**config.mk**
```make
export PLATFORM = sky130hd
export DESIGN_NAME = seq_shift_add_mult
export DESIGN_NICKNAME = d
export VERILOG_FILES = /design/src/rtl/seq_shift_add_mult.sv
export SDC_FILE = /design/constraint.sdc
export NUM_CORES = 1
export LEC_CHECK = 0
export ABC_AREA = 1
export BUFFER_PORTS_ARGS = -buffer_cell sky130_fd_sc_hd__buf_2
export CAP_MARGIN = 10
export CORE_ASPECT_RATIO = 0.9
export CORE_MARGIN = 1
export CORE_UTILIZATION = 30
export CTS_CLUSTER_DIAMETER = 150
export DETAILED_ROUTE_END_ITERATION = 12
export PLACE_DENSITY = 0.45
export SLEW_MARGIN = 10
export SYNTH_ARGS = -nofsm -noshare
export SYNTH_HDL_FRONTEND = slang
export SYNTH_SLANG_ARGS = --single-unit
```
**constraint.sdc**
```tcl
create_clock -name clk -period 3.6 [get_ports clk]
set_input_delay 0.36 -clock clk [delete_from_list [all_inputs] [get_ports clk]]
set_output_delay 0.36 -clock clk [all_outputs]
set_load 0.02 [all_outputs]
```
**src/rtl/seq_shift_add_mult.sv**
```systemverilog
// rtl/seq_shift_add_mult.sv - iterative shift-and-accumulate multiplier, signed/unsigned, valid/ready
module seq_shift_add_mult #(
    parameter int WIDTH = 32
) (
    input  logic                 clk,
    input  logic                 rst_n,
    input  logic                 in_valid,
    output logic                 in_ready,
    input  logic [WIDTH-1:0]     a,
    input  logic [WIDTH-1:0]     b,
    input  logic                 is_signed,
    output logic                 out_valid,
    input  logic                 out_ready,
    output logic [2*WIDTH-1:0]   result,
    output logic                 busy
);
    localparam int CW = (WIDTH > 2) ? $clog2(WIDTH) : 1;

    typedef enum logic [1:0] {IDLE, CALC, DONE} state_t;

    state_t                 state, state_nx;
    logic [2*WIDTH:0]       p;
    logic [2*WIDTH:0]       p_step;
    logic [WIDTH-1:0]       mag_a;
    logic [WIDTH-1:0]       a_mag;
    logic [WIDTH-1:0]       b_mag;
    logic [WIDTH:0]         sum;
    logic [CW-1:0]          cnt;
    logic                   neg;

    // Negating the most-negative value wraps to 2^(WIDTH-1), which is the
    // correct magnitude when read as unsigned, so no extra bit is needed.
    always_comb begin
        a_mag  = (is_signed && a[WIDTH-1]) ? -a : a;
        b_mag  = (is_signed && b[WIDTH-1]) ? -b : b;
        sum    = {p[2*WIDTH], p[2*WIDTH-1:WIDTH]} + (p[0] ? {1'b0, mag_a} : {(WIDTH+1){1'b0}});
        p_step = {1'b0, sum, p[WIDTH-1:1]};
    end

    always_ff @(posedge clk or negedge rst_n) begin
        if (!rst_n) begin
            state <= IDLE;
        end else begin
            state <= state_nx;
        end
    end

    always_comb begin
        state_nx  = state;
        in_ready  = 1'b0;
        out_valid = 1'b0;
        busy      = 1'b0;
        case (state)
            IDLE: begin
                in_ready = 1'b1;
                if (in_valid) state_nx = CALC;
            end
            CALC: begin
                busy = 1'b1;
                if (cnt == '0) state_nx = DONE;
            end
            DONE: begin
                out_valid = 1'b1;
                busy      = 1'b1;
                if (out_ready) state_nx = IDLE;
            end
            default: state_nx = IDLE;
        endcase
    end

    always_ff @(posedge clk or negedge rst_n) begin
        if (!rst_n) begin
            p      <= '0;
            mag_a  <= '0;
            cnt    <= '0;
            neg    <= 1'b0;
            result <= '0;
        end else begin
            case (state)
                IDLE: begin
                    if (in_valid) begin
                        neg   <= is_signed & (a[WIDTH-1] ^ b[WIDTH-1]);
                        mag_a <= a_mag;
                        p     <= {{(WIDTH+1){1'b0}}, b_mag};
                        cnt   <= CW'(WIDTH-1);
                    end
                end
                CALC: begin
                    p   <= p_step;
                    cnt <= cnt - CW'(1);
                    // The final step's product is taken straight from the step logic.
                    if (cnt == '0) begin
                        result <= neg ? -p_step[2*WIDTH-1:0] : p_step[2*WIDTH-1:0];
                    end
                end
                default: ;
            endcase
        end
    end
endmodule

```
==> results of run 1 <==
metal layers:
layer	part of all wire (%)	vias to the layer above	wire length, um
li1	-	6294	-
met5	0	-	0
met2	42	271	18300
met1	52	5818	22700
met3	4.1	36	1810
met4	1.6	0	697
layout by cell type, fill, tap and decap left out, drive strengths merged:
master,netlist,routed
clkinvlp,0,3
dlygate4sd3,0,1
nand3b,9,9
dfrtp,168,168
and2,2,2
xnor2,18,18
a22oi,1,1
nor3,22,22
o22ai,1,1
clkbuf,46,19
buf,13,153
clkinv,1,5
nor2,175,175
a22o,2,2
or2,1,1
a31oi,6,6
and3,1,1
fa,1,1
nor4b,1,1
ha,40,40
o21bai,1,1
a21oi,66,66
inv,273,274
o21a,1,1
o211ai,11,11
o31ai,12,12
o21ai,195,195
o41ai,1,1
nand2,637,637
nand4,27,27
a41oi,1,1
nor4,5,5
nand3,108,108
bufinv,0,5
xor2,72,72
layout make-up:
type	instances	area, um2	area share (%)
Multi-Input combinational cell	1417	7170	49.2
Sequential cell	168	4210	28.8
Inverter	274	1030	7.06
Timing Repair Buffer	154	840	5.76
Tap cell	540	676	4.63
Clock buffer	19	443	3.04
Clock inverter	13	216	1.48
state kept, by name, summed over array words and instances (netlist names):
signal	cells
cnt	5
mag_a	32
neg	1
p	64
result	64
state	2
worst max-delay path, delay by kind of cell, from the launching register on:
kind	cells	cell delay [ns]
DFF	1	0.48
buffers and inverters	1	0.09
adders and majority gates	2	0.64
and+or+nand+nor	17	1.95
how the worst max path moves through the flow:
stage,slack [ns],endpoint,start,cells after the start
floorplan,0.79,result[60]$_DFFE_PN0P_,p[0]$_DFFE_PN0P_,22
global placement,0.16,result[62]$_DFFE_PN0P_,p[0]$_DFFE_PN0P_,20
detailed placement,0.19,result[62]$_DFFE_PN0P_,p[0]$_DFFE_PN0P_,20
CTS,0.18,result[62]$_DFFE_PN0P_,p[0]$_DFFE_PN0P_,20
global route,0.06,result[62]$_DFFE_PN0P_,p[0]$_DFFE_PN0P_,20
finish,0.30,result[59]$_DFFE_PN0P_,p[0]$_DFFE_PN0P_,20
report_power, final:
group	total [mW]	internal, mW	leakage, nW	switching [mW]
registers	2.90	2.42	2.19	0.478
logic	6.93	2.10	5.28	4.84
clock network	2.12	1.26	0.310	0.863
total	12.0	5.78	7.78	6.18
per-stage QoR:
step | setup slack, ns | instances | cell area [um2]
after floorplan | 0.790 | 1918 | 12600
after global placement | 0.161 | 2552 | 13900
after detailed placement | 0.186 | 2552 | 13900
after CTS | 0.175 | 2585 | 14600
after global routing | 0.0644 | 2585 | 14600
final | 0.303 | 2585 | 14600
repair_timing:
item,4_1_cts,5_1_grt
setup buffers,0,0
hold buffers,1,0
endpoints found under the hold margin,31,0
resized for setup,0,4
setup endpoints to repair,0,12
logic make-up (layout without fill, tap and decap cells):
group,Yosys count,count (layout)
xor+xnor,90,90
flops,168,168
fa+ha+maj,41,41
buf+inv,333,460
simple gates,988,988
compound gates,298,298
==> flow_metrics.env, run 1 <==
export IMPL_yosysSeqAreaShare_pct=33.3
export IMPL_synth_top_area_share_pct=33.3
export IMPL_clock_sinks=168
export IMPL_finalPower_mw=12.0
export IMPL_clk_latency_ns=0.46
export IMPL_ir_drop_v=0.000601
export IMPL_final_nets=2142
export IMPL_cp_required_ns=3.95
export IMPL_grt_pass1_wl_um=67600
export IMPL_tightest_slew_ns=0.846
export IMPL_hold_end="mag_a[1]$_DFFE_PN0P_"
export IMPL_dr_total_vias=12400
export IMPL_grtUsageMet1_pct=31.1
export IMPL_cp_arrival_ns=3.65
export IMPL_post_route_drc_count=0
export IMPL_cts_tree="done"
export IMPL_met3_usage_pct=3.26
export IMPL_synthMostInstantiatedCell="nand2_1"
export IMPL_syn_area_mm2=0.0126
export IMPL_power_density_mw_per_mm2=820
export IMPL_wl_um=43600
export IMPL_reg2reg_from="p[0]$_DFFE_PN0P_"
export IMPL_start_util_pct=30.7
export IMPL_io_buffers=135
export IMPL_track_usage_pct=20.7
export IMPL_avgSynthCellArea_um2=6.58
export IMPL_rrSetupSlack_ns=0.30
export IMPL_relSlewSlack_pct=43.6
export IMPL_ys_seq_elements=168
export IMPL_top_usage_layer="met1"
export IMPL_cts_root_buf="clkbuf_16"
export IMPL_syn_inst=1918
export IMPL_crit_chain="nand2_1 > inv_1 > ha_1 > fa_2 > nand2_1 > nand3_1 > nand3_1 > nand2_1 > nand2_1 > nand2_1 > nand2_1 > nand2_1 > nor2_1 > nand2_1 > nor2_4 > nand2_1 > nand2_1 > nand3_1 > nand3_1 > nand2_1"
export IMPL_ant_nets=0
export IMPL_ys_warn_count=0
export IMPL_antenna_found_initial=0
export IMPL_grt_pass1_vias=11600
export IMPL_synthXorXnorAreaFrac_pct=6.24
export IMPL_final_core_util_pct=35.5
export IMPL_setup_violations=0
export IMPL_gp_congestion=0.907
export IMPL_grt_remaining_overflow=0
export IMPL_min_from="a[1]"
export IMPL_area_growth_synth_to_final_pct=15.5
export IMPL_critPathKind="register to register"
export IMPL_grt_max_degree=91
export IMPL_synth_fp_nets=2028
export IMPL_finalCritPeriodShare_pct=91.6
export IMPL_hold_viol_final=0
export IMPL_crit_top_cell="nand2_1"
export IMPL_ys_flop_type="dfrtp_1"
export IMPL_io_pins=136
export IMPL_die_y_um=197
export IMPL_whs_path_depth=3
export IMPL_hpwl_um=34500
export IMPL_vias_per_cell=4.80
export IMPL_drive_above_1_share_pct=13.6
export IMPL_async_reset_ff_share_pct=100
export IMPL_drtPass1Iterations=5
export IMPL_synthDistinctLibCells=46
export IMPL_cap_viol_max_count=0
export IMPL_coreArea_mm2=0.0411
export IMPL_fillCellCount=4509
export IMPL_rr_worst_depth=20
export IMPL_rsz0062_at_grt="false"
export IMPL_die_area_mm2=0.0429
export IMPL_synth_mux_area_share_pct=0
export IMPL_ys_top_cells_by_count="nand2_1 (608), inv_1 (261), o21ai_0 (186)"
export IMPL_whs_ns=0.196
export IMPL_status="finished clean"
export IMPL_skew_ns=0.0142
export IMPL_ys_top_cells_by_area="dfrtp_1 (33%), nand2_1 (18%), inv_1 (7.8%)"
export IMPL_synth_fa_ha_area_share_pct=4.12
export IMPL_crit_fanout=12
export IMPL_num_rows=70
export IMPL_critPathLaunchType="register"
export IMPL_clock_path_buffers=2
export IMPL_fmax_mhz=303
export IMPL_synth_compound_area_share_pct=12.6
export IMPL_synth_top_family_by_area="simple AND/OR/NAND/NOR gates"
export IMPL_tns_ns=0
export IMPL_yosys_area_share_simple_pct=33.7
export IMPL_slew_violations=0
export IMPL_period_minus_slack_ns=3.30
export IMPL_holdCritPathClass="input pin to register"
export IMPL_endpoint_kind="register"
export IMPL_fp_dieW_um=218
export IMPL_use_met2_pct=30.4
export IMPL_p_leak_nw=7.78
export IMPL_drt_initial_drc_count=802
export IMPL_antenna_cells=0
export IMPL_slowest_delay_ns=0.48
export IMPL_r2r_end="result[59]$_DFFE_PN0P_"
export IMPL_synth_edf_count=0
export IMPL_wl_per_cell_um=16.9
export IMPL_cp_slowest_cell="dfrtp_2"
export IMPL_cts_buffers=17
export IMPL_clk_pin_slew_worst_paths_ns=0.07
export IMPL_synth_largest_area_cell="dfrtp_1"
export IMPL_htreeDepth=4
(Power assumes the default switching activity.)
==> run 2, diff against run 1 <==
--- a/config.mk
+++ b/config.mk
@@ -14,6 +14,7 @@
 export CTS_CLUSTER_DIAMETER = 150
 export DETAILED_ROUTE_END_ITERATION = 12
 export PLACE_DENSITY = 0.45
+export SKIP_LAST_GASP = 1
 export SLEW_MARGIN = 10
 export SYNTH_ARGS = -nofsm -noshare
 export SYNTH_HDL_FRONTEND = slang
==> constraint.sdc (replaced) <==
create_clock -name clk -period 3.1 [get_ports clk]
set_input_delay 0.31 -clock clk [delete_from_list [all_inputs] [get_ports clk]]
set_output_delay 0.31 -clock clk [all_outputs]
set_load 0.02 [all_outputs]
==> run 2 against run 1 <==
Compared with the run above: flip-flop and latch count unchanged; design area increased by 10%; critical path depth increased by 1; critical endpoint is now result[61]$_DFFE_PN0P_; largest power group unchanged.
==> flow_metrics.env, run 2 (synthesized netlist as in run 1, its figures left out) <==
export IMPL_fin_area_mm2=0.0161
export IMPL_holdCritPathClass="input pin to register"
export IMPL_vias_per_cell=4.68
export IMPL_drtPass1Iterations=5
export IMPL_io_pins=136
export IMPL_die_area_mm2=0.0429
export IMPL_start_util_pct=30.7
export IMPL_final_cell_mix="nand2_1 (560), inv_1 (245), o21ai_0 (186), dfrtp_1 (167), buf_2 (134)"
export IMPL_fillCellCount=4457
export IMPL_htreeDepth=4
export IMPL_postPlaceCellArea_mm2=0.0146
export IMPL_cp_required_ns=3.46
export IMPL_top_layer="met4"
export IMPL_grt_pass1_wl_um=69200
export IMPL_reg_top3="p (64), result (64), mag_a (32)"
export IMPL_endpoint_kind="register"
export IMPL_clock_sinks=168
export IMPL_crit_fanout=7
export IMPL_antenna_found_initial=0
export IMPL_die_y_um=197
export IMPL_cts_tree="done"
export IMPL_tightest_slew_ns=0.854
export IMPL_multiInputGateArea_mm2=0.00786
export IMPL_setup_violations=0
export IMPL_wl_per_cell_um=16.7
export IMPL_rsz0062_at_grt="true"
export IMPL_drt_initial_drc_count=901
export IMPL_power_density_mw_per_mm2=986
export IMPL_wl_met2_um=19400
export IMPL_dp_cells=2650
export IMPL_area_growth_synth_to_final_pct=27.2
export IMPL_final_common_cell="nand2_1"
export IMPL_final_nets=2256
export IMPL_skew_ns=0.0180
export IMPL_cap_viol_max_count=0
export IMPL_clock_path_buffers=2
export IMPL_clk_pin_slew_worst_paths_ns=0.07
export IMPL_register_area_mm2=0.00421
export IMPL_grt_remaining_overflow=0
export IMPL_wl_met1_um=23400
export IMPL_hold_viol_final=0
export IMPL_drive_above_1_share_pct=24.5
export IMPL_period_minus_slack_ns=2.96
export IMPL_p_leak_nw=8.30
export IMPL_relSlewSlack_pct=43.0
export IMPL_critPathLaunchType="register"
export IMPL_cts_buffers=17
export IMPL_wl_um=45000
export IMPL_coreArea_mm2=0.0411
export IMPL_antenna_cells=0
export IMPL_cp_arrival_ns=3.32
export IMPL_grt_pass1_vias=12100
export IMPL_track_usage_pct=21.2
export IMPL_fmax_mhz=338
export IMPL_ir_drop_v=0.000454
export IMPL_slew_violations=0
export IMPL_critPathKind="register to register"
export IMPL_fp_dieW_um=218
export IMPL_gp_congestion=0.936
export IMPL_grt_max_degree=81
export IMPL_dr_total_vias=12600
export IMPL_route_met3_wl_um=1650
export IMPL_fin_cells=2699
export IMPL_clk_latency_ns=0.48
export IMPL_cts_root_buf="clkbuf_16"
export IMPL_hpwl_um=35400
export IMPL_num_rows=70
export IMPL_status="finished clean"
export IMPL_post_route_drc_count=0
export IMPL_finalCritPeriodShare_pct=95.4
export IMPL_io_buffers=135
export IMPL_ant_nets=0
-- run 2: repair_timing --
item / 4_1_cts / 5_1_grt
setup endpoints to repair: 20 / 24
cloned: 0 / 1
hold buffers: 1 / 0
endpoints found under the hold margin: 75 / 0
resized for setup: 21 / 162
pin swaps: 4 / 32
buffers inserted: 3 / 12
-- run 2: path summary, 6_finish.rpt --
path / from / end / slack, ns / cells after the start
setup / recovery: p[0]$_DFFE_PN0P_ / result[61]$_DFFE_PN0P_ / 0.14 / 21
hold / removal: is_signed / neg$_DFFE_PN0P_ / 0.12 / 3
setup reg to reg: p[0]$_DFFE_PN0P_ / result[61]$_DFFE_PN0P_ / 0.14 / 21
hold reg to reg: result[33]$_DFFE_PN0P_ / result[33]$_DFFE_PN0P_ / 0.48 / 2
max in group asynchronous: rst_n / mag_a[8]$_DFFE_PN0P_ / 1.75 / 3
min in group asynchronous: rst_n / result[25]$_DFFE_PN0P_ / 0.45 / 2
-- run 2: cell type report --
cell class | count | share of cell area (%)
well taps | 540 | 4.21
inverters | 274 | 6.41
repair buffers | 268 | 10.7
clock buffers | 17 | 2.65
multi-input cells | 1417 | 48.9
flip-flops and latches | 168 | 26.2
clock inverters | 15 | 0.896
-- run 2: per-stage QoR --
stage / hold WS (ns) / utilization [%] / TNS (ns) / setup WS (ns) / total power [mW]
CTS: 0.0990 / 37.3 / -0.0216 / -0.0216 / 14.9
detailed placement: 0.417 / 35.7 / -2.19 / -0.208 / 12.4
finish: 0.125 / 39.1 / 0 / 0.144 / 15.8
global placement: 0.426 / 35.7 / -1.85 / -0.237 / 12.4
floorplan: 0.0144 / - / 0 / 0.290 / 8.88
global route: 0.149 / 39.1 / -0.169 / -0.0372 / 17.2
-- run 2: critical path: stages (launching register included) --
cell and delay, ns:
dfrtp_2 0.46, buf_6 0.16, buf_4 0.13, nand2_2 0.09, inv_1 0.09, ha_4 0.24, nand2_1 0.09, inv_1 0.06
nand2_1 0.10, inv_1 0.10, a21oi_2 0.20, nand2_2 0.09, nand2_1 0.07, nand2_1 0.13, inv_1 0.13, nand2_1 0.10
nor2_1 0.14, nand3_1 0.14, nand2_1 0.13, nand3_1 0.08, nand3_1 0.08, nand2_1 0.05
-- run 2: power breakdown --
part / total, mW / switching [mW] / internal, mW / leakage [nW]
clock network: 2.19 / 1.07 / 1.12 / 0.273
registers: 3.40 / 0.586 / 2.81 / 2.19
logic: 10.2 / 6.31 / 3.93 / 5.84
total: 15.8 / 7.96 / 7.87 / 8.30
-- run 2: routing by layer --
layer  up-vias  GRT usage (%)
met4         0           4.84
met5         -              0
met3        31           2.58
met2       229           31.4
met1      5830           32.4
li1       6528              -
==> run 3, diff against run 2 <==
--- a/config.mk
+++ b/config.mk
@@ -10,10 +10,11 @@
 export CAP_MARGIN = 10
 export CORE_ASPECT_RATIO = 0.9
 export CORE_MARGIN = 1
-export CORE_UTILIZATION = 30
+export CORE_UTILIZATION = 39
+export CTS_BUF_LIST = sky130_fd_sc_hd__clkbuf_4
 export CTS_CLUSTER_DIAMETER = 150
 export DETAILED_ROUTE_END_ITERATION = 12
-export PLACE_DENSITY = 0.45
+export PLACE_DENSITY = 0.56
 export SKIP_LAST_GASP = 1
 export SLEW_MARGIN = 10
 export SYNTH_ARGS = -nofsm -noshare
==> run 3 against run 2 <==
Compared with the run above: non-clock buffer count shrank 6; critical endpoint unchanged; clock skew grew 0.020 ns; sequential power is essentially flat; final cell count down 4.8%.
==> flow_metrics.env, run 3 (synthesized netlist as in run 1, its figures left out) <==
export IMPL_relSlewSlack_pct=44.7
export IMPL_grt_pass1_vias=12000
export IMPL_clock_path_buffers=2
export IMPL_cts_buffers=17
export IMPL_power_frac_comb_pct=67.2
export IMPL_clock_sinks=168
export IMPL_start_util_pct=39.6
export IMPL_min_from="a[22]"
export IMPL_dr_total_vias=12900
export IMPL_io_pins=136
export IMPL_critPathLaunchType="register"
export IMPL_vias_per_cell=5.01
export IMPL_seqPwrFrac_pct=23.2
export IMPL_io_buffers=135
export IMPL_clk_pin_slew_worst_paths_ns=0.16
export IMPL_finalCritPeriodShare_pct=95.6
export IMPL_wl_per_cell_um=16.3
export IMPL_holdCritPathClass="input pin to register"
export IMPL_swShare_pct=51.9
export IMPL_crit_fanout=19
export IMPL_fmax_mhz=337
export IMPL_ant_nets=0
export IMPL_grt_pass1_wl_um=65800
export IMPL_wl_um=41900
export IMPL_tightest_slew_ns=0.826
export IMPL_area_growth_synth_to_final_pct=22.8
export IMPL_r2r_end="result[61]$_DFFE_PN0P_"
export IMPL_post_route_drc_count=0
export IMPL_internal_power_mw=7.02
export IMPL_cts_root_buf="clkbuf_4"
export IMPL_die_area_mm2=0.0331
export IMPL_gp_congestion=0.981
export IMPL_dp_slack_ns=-0.149
export IMPL_clkPwrFrac_pct=9.6
export IMPL_cp_required_ns=3.64
export IMPL_rrSetupSlack_ns=0.14
export IMPL_endpoint_kind="register"
export IMPL_switchingPower_mw=7.58
export IMPL_rr_worst_depth=21
export IMPL_cap_viol_max_count=0
export IMPL_ir_drop_v=0.000601
export IMPL_whs_path_depth=3
export IMPL_grt_remaining_overflow=0
export IMPL_final_core_util_pct=48.7
export IMPL_cp_arrival_ns=3.51
export IMPL_rsz0062_at_grt="true"
export IMPL_critPathKind="register to register"
export IMPL_drt_initial_drc_count=1029
export IMPL_final_nets=2250
export IMPL_hold_viol_final=0
export IMPL_whs_ns=0.0472
export IMPL_reg_top3="p (64), result (64), mag_a (32)"
export IMPL_setup_violations=0
export IMPL_fillCellCount=3329
export IMPL_num_rows=62
export IMPL_status="finished clean"
export IMPL_grt_max_degree=67
export IMPL_dp_cells=2500
export IMPL_die_y_um=173
export IMPL_p_leak_nw=8.12
export IMPL_track_usage_pct=25.8
export IMPL_drtPass1Iterations=7
export IMPL_fp_dieW_um=192
export IMPL_slew_violations=0
export IMPL_htreeDepth=4
export IMPL_final_common_cell="nand2_1"
export IMPL_period_minus_slack_ns=2.96
export IMPL_hpwl_um=32900
export IMPL_drive_above_1_share_pct=21.6
export IMPL_coreArea_mm2=0.0319
export IMPL_setup_ws_ns=0.137
export IMPL_hold_end="mag_a[22]$_DFFE_PN0P_"
export IMPL_fin_cells=2570
export IMPL_antenna_found_initial=2
export IMPL_power_density_mw_per_mm2=941
export IMPL_cts_tree="done"
export IMPL_skew_ns=0.0375
export IMPL_clk_latency_ns=0.65
export IMPL_reg2reg_from="p[0]$_DFFE_PN0P_"
export IMPL_final_cell_mix="nand2_1 (570), inv_1 (254), o21ai_0 (186), dfrtp_1 (167), buf_2 (134)"
[run 3: cell count changes in the layout (fill, tap and decap cells not counted), sizes merged]
cell         delta
dlygate4sd3    +29
diode           +1
clkinv          -1
bufinv          +1
buf            -35
[run 3: critical path, stage by stage (launching register included)]
cell     delay, ns
dfrtp_2       0.48
buf_12        0.17
nand2_1       0.06
inv_1         0.11
ha_4          0.33
nand2_1       0.07
inv_2         0.08
nand3_2       0.09
nand2_2       0.12
nand2_1       0.10
nand2_2       0.10
nand2_1       0.07
nand2_2       0.12
nand2_2       0.08
nor2_2        0.08
nand2_1       0.12
nor2_4        0.19
nand3_1       0.15
nand2_1       0.12
nand3_1       0.08
nand3_1       0.08
nand2_1       0.06
[run 3: power groups by stage]
stage	clock (mW)	combinational, mW	sequential, mW
floorplan	0	5.70	3.18
global route	1.54	10.9	3.46
CTS	1.45	8.94	3.33
detailed placement	0	8.82	3.37
finish	1.40	9.82	3.38
global placement	0	8.79	3.37
[run 3: how the worst max path moves through the flow]
stage	slack (ns)	to	cells after the start	start
final	0.14	result[61]$_DFFE_PN0P_	21	p[0]$_DFFE_PN0P_
after global routing	-0.03	result[61]$_DFFE_PN0P_	21	p[0]$_DFFE_PN0P_
after CTS	0.007	result[60]$_DFFE_PN0P_	20	p[0]$_DFFE_PN0P_
after detailed placement	-0.15	result[57]$_DFFE_PN0P_	20	p[0]$_DFFE_PN0P_
after global placement	-0.12	result[50]$_DFFE_PN0P_	20	p[0]$_DFFE_PN0P_
after floorplan	0.29	result[60]$_DFFE_PN0P_	22	p[0]$_DFFE_PN0P_
[run 3: per-stage QoR]
| step | area (um2) | setup TNS (ns) | power (mW) |
|---|---|---|---|
| after floorplan | 12600 | 0 | 8.88 |
| after global routing | 15500 | -0.152 | 15.9 |
| after global placement | 14300 | -0.473 | 12.2 |
| after detailed placement | 14300 | -1.43 | 12.2 |
| after CTS | 15000 | 0 | 13.7 |
| final | 15500 | 0 | 14.6 |
[run 3: layer usage]
layer	up-vias	routed length (um)	track usage, %
met3	41	2280	4.16
met1	5974	21300	39.6
li1	6515	-	-
met2	354	17600	37.1
met4	0	688	6.35
met5	-	0	0
[run 3: cell type report]
cell class	instances	area, um2	area share (%)
diodes	1	2.50	0.0161
clock buffers	17	128	0.823
clock inverters	15	166	1.07
inverters	274	1030	6.64
multi-input cells	1417	7700	49.6
flip-flops and latches	168	4210	27.1
well taps	416	520	3.36
repair buffers	262	1760	11.3
[run 3: timing repair]
action                                 CTS  global route
resized for setup                       10           123
setup endpoints to repair               18            21
pin swaps                                2            19
gates cloned                             0             0
endpoints found under the hold margin   91             0
hold buffers                            30             0
setup buffers                            1             6
